$ cat src/rtl/reg_file_pkg.sv
// -----------------------------------------------------------------------------
// reg_file_pkg : shared types and sizing for the 16x8 register file.
// Revision     : 1.0 - initial release
// -----------------------------------------------------------------------------
`default_nettype none

package reg_file_pkg;

    typedef enum logic {
        CLEAR = 1'b0,
        RUN   = 1'b1
    } wr_ctrl_state_t;

    localparam int RF_PW          = 4;
    localparam int RF_DW          = 8;
    localparam int RF_STATUS_ADDR = 3;

endpackage

`default_nettype wire

$ cat src/rtl/reg_file_wr_ctrl.sv
// -----------------------------------------------------------------------------
// reg_file_wr_ctrl : register-file write-port controller. Clears the file after
//                    reset, then arbitrates core writeback vs. a starvation-
//                    protected loader onto the single write port.
// Revision         : 1.0 - initial release
// -----------------------------------------------------------------------------
`default_nettype none

module reg_file_wr_ctrl
    import reg_file_pkg::*;
#(
    parameter int PW          = RF_PW,
    parameter int DW          = RF_DW,
    parameter int MAX_WAIT    = 4,
    parameter int STATUS_ADDR = RF_STATUS_ADDR
) (
    input  logic          clk,
    input  logic          start_n,
    input  logic          core_wr_en,
    input  logic [PW-1:0] core_wr_addr,
    input  logic [DW-1:0] core_wr_dat,
    input  logic          core_flag,
    output logic          core_stall,
    input  logic          ld_valid,
    input  logic [PW-1:0] ld_addr,
    input  logic [DW-1:0] ld_dat,
    output logic          ld_ready,
    input  logic [DW-1:0] status_in,
    output logic          rf_wr_en,
    output logic [PW-1:0] rf_wr_addr,
    output logic [DW-1:0] rf_dat_in,
    output logic          rf_flag,
    output logic          init_done
);

    localparam logic [3:0]    c_max_wait    = 4'(MAX_WAIT);
    localparam logic [PW-1:0] c_last_addr   = '1;
    localparam logic [PW-1:0] c_status_addr = PW'(STATUS_ADDR);

    wr_ctrl_state_t r_state, w_state_nxt;
    logic [PW-1:0]  r_clr_cnt, w_clr_cnt_nxt;
    logic [3:0]     r_wait_cnt, w_wait_cnt_nxt;
    logic           w_ld_grant;
    logic           w_unused;

    // Only bit 0 of the status register carries the flag.
    assign w_unused = ^status_in[DW-1:1];

    always_ff @(posedge clk or negedge start_n) begin
        if (!start_n) begin
            r_state    <= CLEAR;
            r_clr_cnt  <= '0;
            r_wait_cnt <= '0;
        end else begin
            r_state    <= w_state_nxt;
            r_clr_cnt  <= w_clr_cnt_nxt;
            r_wait_cnt <= w_wait_cnt_nxt;
        end
    end

    always_comb begin
        w_state_nxt    = r_state;
        w_clr_cnt_nxt  = r_clr_cnt;
        w_wait_cnt_nxt = r_wait_cnt;
        w_ld_grant     = 1'b0;
        core_stall     = 1'b0;
        ld_ready       = 1'b0;
        rf_wr_en       = 1'b0;
        rf_wr_addr     = '0;
        rf_dat_in      = '0;
        rf_flag        = 1'b0;
        init_done      = 1'b0;

        case (r_state)
            CLEAR: begin
                rf_wr_en      = 1'b1;
                rf_wr_addr    = r_clr_cnt;
                core_stall    = core_wr_en;
                w_clr_cnt_nxt = r_clr_cnt + PW'(1);
                if (r_clr_cnt == c_last_addr) begin
                    w_state_nxt = RUN;
                end
            end
            RUN: begin
                init_done = 1'b1;
                if (ld_valid && (r_wait_cnt == c_max_wait)) begin
                    w_ld_grant = 1'b1;
                    core_stall = core_wr_en;
                end else if (core_wr_en) begin
                    rf_wr_en   = 1'b1;
                    rf_wr_addr = core_wr_addr;
                    rf_dat_in  = core_wr_dat;
                    rf_flag    = core_flag;
                end else if (ld_valid) begin
                    w_ld_grant = 1'b1;
                end
            end
            default: w_state_nxt = CLEAR;
        endcase

        // Loader writes preserve the current flag unless they target the status register.
        if (w_ld_grant) begin
            ld_ready   = 1'b1;
            rf_wr_en   = 1'b1;
            rf_wr_addr = ld_addr;
            rf_dat_in  = ld_dat;
            rf_flag    = (ld_addr == c_status_addr) ? ld_dat[0] : status_in[0];
        end

        if (w_ld_grant || !ld_valid) begin
            w_wait_cnt_nxt = '0;
        end else if (r_wait_cnt != c_max_wait) begin
            w_wait_cnt_nxt = r_wait_cnt + 4'd1;
        end

        if (!start_n) begin
            core_stall = 1'b0;
            ld_ready   = 1'b0;
            rf_wr_en   = 1'b0;
            rf_wr_addr = '0;
            rf_dat_in  = '0;
            rf_flag    = 1'b0;
            init_done  = 1'b0;
        end
    end

endmodule

`default_nettype wire

$ cat config.mk
export PLATFORM = sky130hd
export DESIGN_NAME = reg_file_wr_ctrl
export DESIGN_NICKNAME = d
export VERILOG_FILES = /design/src/rtl/reg_file_pkg.sv /design/src/rtl/reg_file_wr_ctrl.sv
export SDC_FILE = /design/constraint.sdc
export NUM_CORES = 1
export LEC_CHECK = 0
export BUFFER_PORTS_ARGS = -buffer_cell sky130_fd_sc_hd__clkbuf_2
export CAP_MARGIN = 20
export CORE_MARGIN = 4
export CORE_UTILIZATION = 43
export DETAILED_ROUTE_END_ITERATION = 10
export GPL_TIMING_DRIVEN = 1
export PLACE_DENSITY_LB_ADDON = 0.05
export SLEW_MARGIN = 15
export SYNTH_ARGS = -nofsm -noshare
export SYNTH_HDL_FRONTEND = slang
export SYNTH_SLANG_ARGS = --single-unit
$ cat constraint.sdc
create_clock -name clk -period 2.74 [get_ports clk]
set_input_delay 0 -clock clk [delete_from_list [all_inputs] [get_ports clk]]
set_output_delay 0 -clock clk [all_outputs]
set_load 0.1 [all_outputs]
==> impl_metrics.yaml <==
synth:
  leading_cell_type_by_number_of_instances_after_synthesis: "sky130_fd_sc_hd__nand2_1"
  ys_ff_latch: 9
  ys_dominant_reg_cell: "sky130_fd_sc_hd__dfrtp_1"
  netlist-cell-type-count: 27
  synthDominantCellAreaShare_pct: 29.7
  dominant_cells_by_area_after_synthesis: "sky130_fd_sc_hd__dfrtp_1 30%, sky130_fd_sc_hd__nand2_1 11%, sky130_fd_sc_hd__o22ai_1 6.6%"
  synth_common_cells: "23 x sky130_fd_sc_hd__nand2_1, 9 x sky130_fd_sc_hd__dfrtp_1, 8 x sky130_fd_sc_hd__o22ai_1, 7 x sky130_fd_sc_hd__nor2_1"
  syn_inst: 95
  synth.net_count: 135
  yosys_warnings: 0
  synth.cell_area_sq_um: 758
  async_reset_ff_share_pct: 100
  yosysTopAreaCell: "sky130_fd_sc_hd__dfrtp_1"
  synth_enable_flop_cells: 0
  syn-mean-instance-area_sq_um: 7.98
  synth_sequential_area_ratio_pct: 29.7
die:
  floorplan.io_pins: 54
  start_util_pct: 48.1
  placement_rows: 14
  chipHeight_microns: 50.0
  design.core.area_sq_mm: 0.00158
  die-width_microns: 50.0
  die_area_sq_mm: 0.00250
clocking:
  tritoncts: "built"
  tritoncts_num_sinks: 9
  cts_resized: 0
  clock-root-buffer: "sky130_fd_sc_hd__clkbuf_4"
  number_of_levels_the_h_tree_was_split_into: 1
  clock_latency_ns: 0.26
  cts_inserted_buffers: 3
  clk_transition_reported_paths_ns: 0.07
  ctsLongestPathBuffers: 2
setup_path:
  critical_path.slowest_cell: "sky130_fd_sc_hd__clkbuf_2"
  critPathBufInv: 2
  critical_path.startpoint_type: "flip-flop"
  endpoint_kind: "primary output"
  cp_top_family: "compound AO/OA/AOI/OAI gates"
  required_time_worst_endpoint_ns: 2.74
  critical_path.max_stage_delay_ns: 0.50
  crit_fanout: 12
  critical_path_cell_sequence: "inv_1 -> ha_1 -> nand3b_4 -> a21o_1 -> a221oi_1 -> clkbuf_2"
  worst-setup-path-type: "flip-flop to primary output"
  critPathArrivalTime_ns: 2.29
finish:
  final_util_pct: 65.0
  fin_area_sq_mm: 0.00102
  layout-drive-gt1-share_pct: 38.0
  multi_input_area_sq_um: 487
  insertedDiodeCount: 0
  final_net_count: 183
  final_cell_count_no_fill: 158
  seq_area_sq_um: 225
  syn_to_final_growth_pct: 35.1
  final.fill_count: 146
sta:
  timing.max_slew.rel_slack_pct: 63.5
  maxClockFrequency_mhz: 437
  timing_max_transition_violations_final: 0
  rsz0062_at_grt: "no"
  final.setup_skew_ns: 0.00775
  timing.final.crit_period_ns: 2.29
  setup_ws_ns: 0.450
  finalCritPeriodShare_pct: 83.6
  tightestPinTransition_ns: 0.550
  fin_hold_viols: 0
  setup_violations: 0
power_and_ir_drop:
  static-leakage-power_nw: 0.559
  max-vdd-ir-drop_v: 0.000402
  power_per_cell_area_mw_per_mm2: 453
  report.power.total_uw: 464
grt:
  wire_length_of_the_first_global_routing_pass_microns: 3150
  antenna_found_initial: 0
  maximum_number_of_pins_on_one_net_before_global_route_repair: 29
  gr-usage-all-layers_pct: 15.9
  via_count_of_the_first_global_routing_pass: 762
  gr-total-overflow: 0
route:
  routed_wl_microns: 1980
  drt-wirelength-per-cell_microns: 12.6
  detailedRoute.firstIterationViolations: 10
  detailed_router_iteration_count_before_antenna_repair: 4
  drc_errors: 0
  vias_per_cell: 5.35
  via_count: 846
  ant_nets: 0
place:
  detailedPlace.worstSlack_ns: 0.731
  io_buffer_count: 46
  placed_cells_incl_taps: 153
  dpl_cell_area_sq_um: 988
  final_weighted_congestion_in_routability_driven_placement: 0.786
  dp_hpwl_microns: 1630
run:
  maxCapViolations: 0
min_path:
  worstHoldPathType: "input port to flip-flop"
status:
  run_status: "complete, no violations"
==> through the flow <==
stage                     setup TNS [ns]  hold slack [ns]
final                                  0           0.0614
after CTS                              0           0.0614
after detailed placement               0          -0.0212
after global routing                   0           0.0677
after global placement                 0          -0.0251
after floorplan                    -3.11           -0.296
==> area by class of cell <==
class	count	share of cell area [%]
Sequential cell	9	22.0
Inverter	5	1.83
Clock buffer	4	2.56
Tap cell	16	1.95
Multi-Input combinational cell	76	47.5
Timing Repair Buffer	48	24.2
==> logic make-up (layout without fill, tap and decap cells) <==
logic type	count (synthesis)	count (layout)	share of synthesized area, %
AOI/OAI and AO/OA	23	23	21.6
buffers and inverters	10	57	6.77
muxes	4	4	5.61
adders and majority gates	3	3	4.95
and+or+nand+nor	41	41	25.6
xor gates and xnor gates	5	5	5.78
DFF	9	9	29.7
==> metal layers <==
metal | up-vias | part of all wire (%) | wire length, microns | GRT usage (%)
li1 | 437 | - | - | -
met1 | 380 | 45 | 896 | 21.3
met2 | 29 | 46 | 912 | 24.3
met3 | 0 | 8.8 | 174 | 6.93
met4 | 0 | 0 | 0 | 1.38
met5 | - | 0 | 0 | 0
==> where the power goes <==
group          switching (mW)  internal, mW  total (mW)
Clock                  0.0475        0.0561       0.104
Sequential            0.00521         0.137       0.142
Combinational           0.168        0.0509       0.218
==> cells in the final DEF (no fill, tap or decap), types with 2 or more instances in the layout <==
cell                       Yosys  routed
sky130_fd_sc_hd__clkbuf_2      0      46
sky130_fd_sc_hd__nand2_1      23      23
sky130_fd_sc_hd__dfrtp_1       9       9
sky130_fd_sc_hd__o22ai_1       8       8
sky130_fd_sc_hd__nor2_1        7       7
sky130_fd_sc_hd__inv_1         5       5
sky130_fd_sc_hd__xnor2_1       5       5
sky130_fd_sc_hd__a221oi_1      4       4
sky130_fd_sc_hd__a32oi_1       3       3
sky130_fd_sc_hd__a21oi_1       3       3
sky130_fd_sc_hd__nand3_1       3       3
sky130_fd_sc_hd__nor3_1        3       3
sky130_fd_sc_hd__ha_1          3       3
sky130_fd_sc_hd__clkbuf_4      0       3
sky130_fd_sc_hd__mux2_2        2       2
sky130_fd_sc_hd__mux2i_1       2       2
==> sequential cells by signal (all words and copies together) (netlist names) <==
| name | cells |
|---|---|
| r_clr_cnt | 4 |
| r_state | 1 |
| r_wait_cnt | 4 |
==> tightest hold or removal path: stages <==
cell                       delay (ns)
sky130_fd_sc_hd__clkbuf_2        0.11
sky130_fd_sc_hd__inv_1           0.11
sky130_fd_sc_hd__a211oi_1        0.06
==> timing repair <==
item                                   4_1_cts  5_1_grt
buffers inserted                             0        0
endpoints found under the hold margin        9        0
hold buffers                                 1        0
==> worst paths after layout <==
path / startpoint / to / slack, ns / cells past startpoint
worst max-delay path: r_wait_cnt[0] / rf_wr_addr[3] / 0.45 / 6
worst min-delay path: ld_valid / r_wait_cnt[2] / 0.06 / 3
worst max register to register: r_wait_cnt[0] / r_wait_cnt[0] / 1.32 / 5
worst min register to register: r_clr_cnt[0] / r_clr_cnt[0] / 0.50 / 1
max in group asynchronous: start_n / r_wait_cnt[3] / 2.28 / 3
min in group asynchronous: start_n / r_clr_cnt[2] / 0.24 / 3
(Power assumes the default switching activity.)
